$ cat src/rtl/rom_pixel_serializer.sv
// ============================================================================
// Module   : rom_pixel_serializer
// Brief    : Serializes font-ROM glyph rows into RGB pixels, MSB first, and
//            delays hsync/vsync so that sync stays aligned with colour.
// Revision : 1.0  initial release
// ============================================================================
`default_nettype none

module rom_pixel_serializer #(
    parameter int                 ROM_LAT   = 2,
    parameter int                 COLOR_W   = 12,
    parameter logic [COLOR_W-1:0] FG_COLOR  = 12'hFFF,
    parameter logic [COLOR_W-1:0] BG_COLOR  = 12'h00F,
    parameter logic               SYNC_IDLE = 1'b1
) (
    input  logic               reloj,
    input  logic               resetM,
    input  logic               pix_tick,
    input  logic               video_on,
    input  logic [2:0]         Qh_lo,
    input  logic               txt_en,
    input  logic               hsync_i,
    input  logic               vsync_i,
    input  logic [7:0]         ROM_DATA,
    output logic [COLOR_W-1:0] RGB,
    output logic               pix_bit,
    output logic               hsync_o,
    output logic               vsync_o
);

    // Stage layout: {video_on, txt_en, hsync, vsync, col[2:0]}
    localparam int         c_STAGE_W   = 7;
    localparam logic [6:0] c_STAGE_RST = {1'b0, 1'b0, SYNC_IDLE, SYNC_IDLE, 3'b000};

    logic [c_STAGE_W-1:0] r_stage [ROM_LAT];
    logic [7:0]           r_shreg;
    logic                 r_pix_bit;
    logic [COLOR_W-1:0]   r_rgb;
    logic                 r_hsync;
    logic                 r_vsync;

    logic [c_STAGE_W-1:0] w_head;
    logic [c_STAGE_W-1:0] w_d;
    logic                 w_d_video_on;
    logic                 w_d_txt_en;
    logic                 w_d_hsync;
    logic                 w_d_vsync;
    logic [2:0]           w_d_col;
    logic                 w_load;
    logic                 w_bit;

    assign w_head       = {video_on, txt_en, hsync_i, vsync_i, Qh_lo};
    assign w_d          = r_stage[ROM_LAT-1];
    assign w_d_video_on = w_d[6];
    assign w_d_txt_en   = w_d[5];
    assign w_d_hsync    = w_d[4];
    assign w_d_vsync    = w_d[3];
    assign w_d_col      = w_d[2:0];

    // The last delay stage is aligned with ROM_DATA for the same address.
    assign w_load = (w_d_col == 3'd0);
    assign w_bit  = w_load ? ROM_DATA[7] : r_shreg[7];

    always_ff @(posedge reloj or negedge resetM) begin
        if (!resetM) begin
            for (int i = 0; i < ROM_LAT; i++) begin
                r_stage[i] <= c_STAGE_RST;
            end
        end else if (pix_tick) begin
            r_stage[0] <= w_head;
            for (int i = 1; i < ROM_LAT; i++) begin
                r_stage[i] <= r_stage[i-1];
            end
        end
    end

    always_ff @(posedge reloj or negedge resetM) begin
        if (!resetM) begin
            r_shreg   <= 8'h00;
            r_pix_bit <= 1'b0;
            r_rgb     <= {COLOR_W{1'b0}};
            r_hsync   <= SYNC_IDLE;
            r_vsync   <= SYNC_IDLE;
        end else if (pix_tick) begin
            r_shreg   <= w_load ? {ROM_DATA[6:0], 1'b0} : {r_shreg[6:0], 1'b0};
            r_pix_bit <= w_bit;
            if (!w_d_video_on) begin
                r_rgb <= {COLOR_W{1'b0}};
            end else if (w_d_txt_en && w_bit) begin
                r_rgb <= FG_COLOR;
            end else begin
                r_rgb <= BG_COLOR;
            end
            r_hsync <= w_d_hsync;
            r_vsync <= w_d_vsync;
        end
    end

    assign RGB     = r_rgb;
    assign pix_bit = r_pix_bit;
    assign hsync_o = r_hsync;
    assign vsync_o = r_vsync;

endmodule

`default_nettype wire
$ cat config.mk
export PLATFORM = sky130hd
export DESIGN_NAME = rom_pixel_serializer
export DESIGN_NICKNAME = d
export VERILOG_FILES = /design/src/rtl/rom_pixel_serializer.sv
export SDC_FILE = /design/constraint.sdc
export NUM_CORES = 1
export LEC_CHECK = 0
export CORE_ASPECT_RATIO = 1.2
export CORE_MARGIN = 4
export CORE_UTILIZATION = 26
export CTS_CLUSTER_SIZE = 12
export DETAILED_ROUTE_END_ITERATION = 16
export GPL_TIMING_DRIVEN = 1
export PLACE_DENSITY_LB_ADDON = 0.2
export SLEW_MARGIN = 15
export SYNTH_ARGS = -nofsm -noshare
export SYNTH_HDL_FRONTEND = slang
export SYNTH_SLANG_ARGS = --single-unit
$ cat constraint.sdc
create_clock -name reloj -period 2.4 [get_ports reloj]
set_input_delay 0.24 -clock reloj [delete_from_list [all_inputs] [get_ports reloj]]
set_output_delay 0.24 -clock reloj [all_outputs]
set_load 0.02 [all_outputs]
======== After elaboration in Yosys (flattened, before gate mapping) ========
Index checks and enable logic that the tools add are counted.
cells by class
  multiplexer cells ....................... 4
  reduce and logical (&&, ||, !) cells .... 2
operators with widths
  kind                 number
  $mux W12             2
  $mux W8              1
  $logic_not A3 Y1     1
  $logic_and A1 B1 Y1  1
  $mux W1              1
storage, ports and cells
  register bits after elaboration ......... 37
  input bits .............................. 18
  output and inout bits ................... 15
  logic and storage cells ................. 13

======== Logic depth before layout (Yosys ltp) ========
  depth after elaboration ................. 5
  mapped depth ............................ 4
  mapped depth without buffers ............ 3

======== Worst setup path after synthesis ========
OpenSTA, ideal clock, no wires.
  path kind ............................... flip-flop to flip-flop
  start point ............................. reg r_stage (netlist bit w_d[1])
  end point ............................... reg r_rgb[10] (netlist: RGB[10])
  setup time .............................. 134 ps
  data arrival time ....................... 1129 ps
  required time ........................... 2266 ps
  path slack .............................. 1136 ps
  cell stages (with the launch flop) ...... 4
  path buffers ............................ 0
  period minus slack after synthesis ...... 1264 ps
  cells stage by stage .................... dfrtp_1 > nor3_4 > mux2i_1 > o22ai_1
between the ends
  word-level cells in the longest chain between the ends .. 5
ends and longest elaborated chain
  element                          RTL line  RTL
  start, declared                  35        logic [c_STAGE_W-1:0] r_stage [ROM_LAT];
  start signal, assigned by index  67        r_stage[i] <= c_STAGE_RST;
  start signal, assigned by index  72        r_stage[i] <= r_stage[i-1];
  $logic_not A3 Y1                 61        assign w_load = (w_d_col == 3'd0);
  $mux W1                          62        assign w_bit = w_load ? ROM_DATA[7] : r_shreg[7];
  $logic_and A1 B1 Y1              89        end else if (w_d_txt_en && w_bit) begin
  $mux W12                         89
  $mux W12                         87        if (!w_d_video_on) begin
  end signal, assigned             81        r_rgb <= {COLOR_W{1'b0}};
  end signal, assigned             88        r_rgb <= {COLOR_W{1'b0}};
  end, declared                    38        logic [COLOR_W-1:0] r_rgb;
Every way passes these cells.
A chain may end at the register's enable or synchronous reset.

======== Worst setup path after layout ========
  start point ............................. reg r_hsync (netlist: hsync_o)
  end point ............................... out hsync_o
RTL lines
  element                 RTL line  RTL
  start, declared         39        logic r_hsync;
  start signal, assigned  94        r_hsync <= w_d_hsync;
  end, declared           27        output logic hsync_o,
No word-level cell between the ends.

==> impl_results.md <==
* Top-count cell post-synth: dfrtp_1
* Synth warn at 0
* Top cells by count, synth: 20 x dfrtp_1, 17 x mux2_2, 10 x buf_4
* CTS Buf Count at 3
* Clock sink count at 26
* Layout cell share with drive strength beyond 1 at 27.5%
* Initial DRT Pass Iterations at 2
* Mapped Avg Cell Area at 13.2 um^2
* Initial Utilization at 27.8%
* # IOs at 33
* Worst setup path category: reg -> out
* Post-CTS Resized at 0
* CTS Hold Bufs at 0
* Via count at 685
* GRT overflow at 0
* Reg clk slew, reported paths at 0.08 ns
* Delay of the slowest critical-path stage at 0.60 ns
* Period utilization at 68.0%
* RePlAce Congestion at 0.741
* Core area at 0.00404 mm^2
* Post-synth EDFFs at 0
* Total length of routed wires at 1.89 mm
* CTS tree: done
* DR iter-0 viols at 11
* Clk_skew at 0.000782 ns
* Worst EP required at 2.16 ns
* Flops & latches, synth at 26
* Highest Signal Layer: met4
* CP max stage cell: clkdlybuf4s50_1
* Dpl ws at 0.842 ns
* Max Buffers Root-to-Sink at 2
* # rows at 25
* Unique cell type count in the Yosys netlist at 14
* Worst r2r src: w_d[1]
* Met2 wire length at 901 um
* Post-synth net total at 103
* Slew @ Worst Pin at 0.483 ns
* Critical Path Fanout Max at 2
* Main synth FF type: dfrtp_1
* Headroom to the max-slew limit at 67.7%
* Max cap viols at 0
* Crit path launch: hsync_o
* Cells after DPL at 159
* Status: finished, final reports clean
* H-Tree Depth at 1
* Port Buf Inserts at 32
* Setup Buffers After CTS at 0
* Final TNS setup at 0 ns
* Avg WL per Cell at 11.6 um
* RSZ-0062 raised after global routing: false
* WL met1 at 844 um
* HP Class: in -> async
* # fillers at 394
* DRT antenna net count at 0
* Worst-Skew Late Latency at 0.26 ns
* CP Cell Sequence: clkdlybuf4s50_1
* Largest net degree at the start of global routing at 36
* Metal3 WL at 123 um
* Critical path's top delay family: buffers and inverters
* Initial antenna violation count at 0
* Root buf cell: clkbuf_8
* Crit path time final at 1.63 ns
* Synth async-reset ratio at 100%
* Pwr dens at 759 mW/mm^2
* Dpl hpwl at 1.33 mm
* # DRC at 0
* Worst path bufs/invs at 1
* # diodes at 0
* Vias/cell at 4.20
* Non-filler cells in the finished layout at 163
* Final Slew Violations at 0
* Leak Pwr at 0.577 nW
* Final setup viols at 0
* Setup ws final at 0.768 ns
* Number of nets in the layout at 128
* First-pass GRT wire length at 3.24 mm
* Die Ht at 79.9 um
* Post-synthesis sequential area ratio at 58.8%
* Synth Cell Area at 0.00112 mm^2
* Die area at 0.00543 mm^2
* Post-Route Utilization at 36.8%
* Top post-synthesis cells by area: dfrtp_1 45%, mux2_2 17%, dfstp_2 14%
* Area fraction of the dominant cell type after synthesis at 44.7%
* Critical Path Source Type: flip-flop
* Crit end category: primary output
* Arrival time worst endpoint at 1.39 ns
* Area delta synth->final at 32.5%
* Area leader, netlist: dfrtp_1
* Vias in the first global route at 759
* Hold Vio Cnt, Final at 0
* All-layer global routing usage at 7.80%
* Syn Inst Count at 85
* Die W at 67.9 um
* VDD IR max at 338 uV
* Peak Freq at 613 MHz
-- worst paths after layout --
check                              to  slack, ns  cells past startpoint
min in group reloj         r_stage[7]       0.51                      1
hold reg to reg            r_stage[7]       0.51                      1
setup / recovery              hsync_o       0.77                      1
max in group asynchronous     hsync_o       1.76                      2
setup reg to reg              RGB[10]       0.99                      3
hold / removal             r_shreg[3]       0.35                      2
-- power breakdown --
part / total [mW] / internal, mW / switching (mW)
Combinational: 0.300 / 0.165 / 0.135
Sequential: 0.560 / 0.516 / 0.0437
Clock: 0.267 / 0.146 / 0.121
Total: 1.13 / 0.827 / 0.300
-- sequential cells by signal (all words and copies together), names as in the netlist --
signal and cells:
r_shreg 7, r_stage 7, w_d 7, RGB 2, hsync_o 1, pix_bit 1, vsync_o 1
-- kinds of logic after synthesis --
logic type	after synthesis	share of synthesized area, %
AND/OR/NAND/NOR	10	4.69
buffers and inverters	16	9.05
multiplexers	24	23.4
flip-flops	26	58.8
AO/OA/AOI/OAI	9	4.13
-- metrics by stage --
step | hold WS, ns | total power [mW] | instance area, um^2
global placement | 0.486 | 0.869 | 1430
global route | 0.388 | 1.20 | 1480
floorplan | -0.0556 | 0.762 | 1120
finish | 0.347 | 1.13 | 1480
CTS | 0.359 | 1.15 | 1480
detailed placement | 0.494 | 0.874 | 1430
-- cell type report --
| class | instances | area, um^2 | area share, % |
|---|---|---|---|
| tap | 54 | 67.6 | 4.55 |
| clock buffer | 4 | 55.1 | 3.71 |
| multi-input combinational | 43 | 360 | 24.3 |
| inverter | 2 | 7.51 | 0.506 |
| sequential | 26 | 658 | 44.4 |
| timing repair buffer | 34 | 335 | 22.6 |
-- routing by layer --
metal	vias up	GRT usage [%]
li1	327	-
met1	338	9.44
met2	18	12.9
met3	2	2.25
met4	0	2.98
met5	-	0
-- cells in the final DEF (no fill, tap or decap) --
cell type,count
clkbuf_8,4
nor2_1,7
clkdlybuf4s50_1,32
o22ai_1,1
a21oi_1,7
buf_4,2
mux2_2,17
inv_1,2
nor3_4,1
o21ai_0,1
dfrtp_1,20
nand3_1,2
dfstp_2,6
mux2i_1,7
No activity file was read; power rests on OpenSTA's default activity.
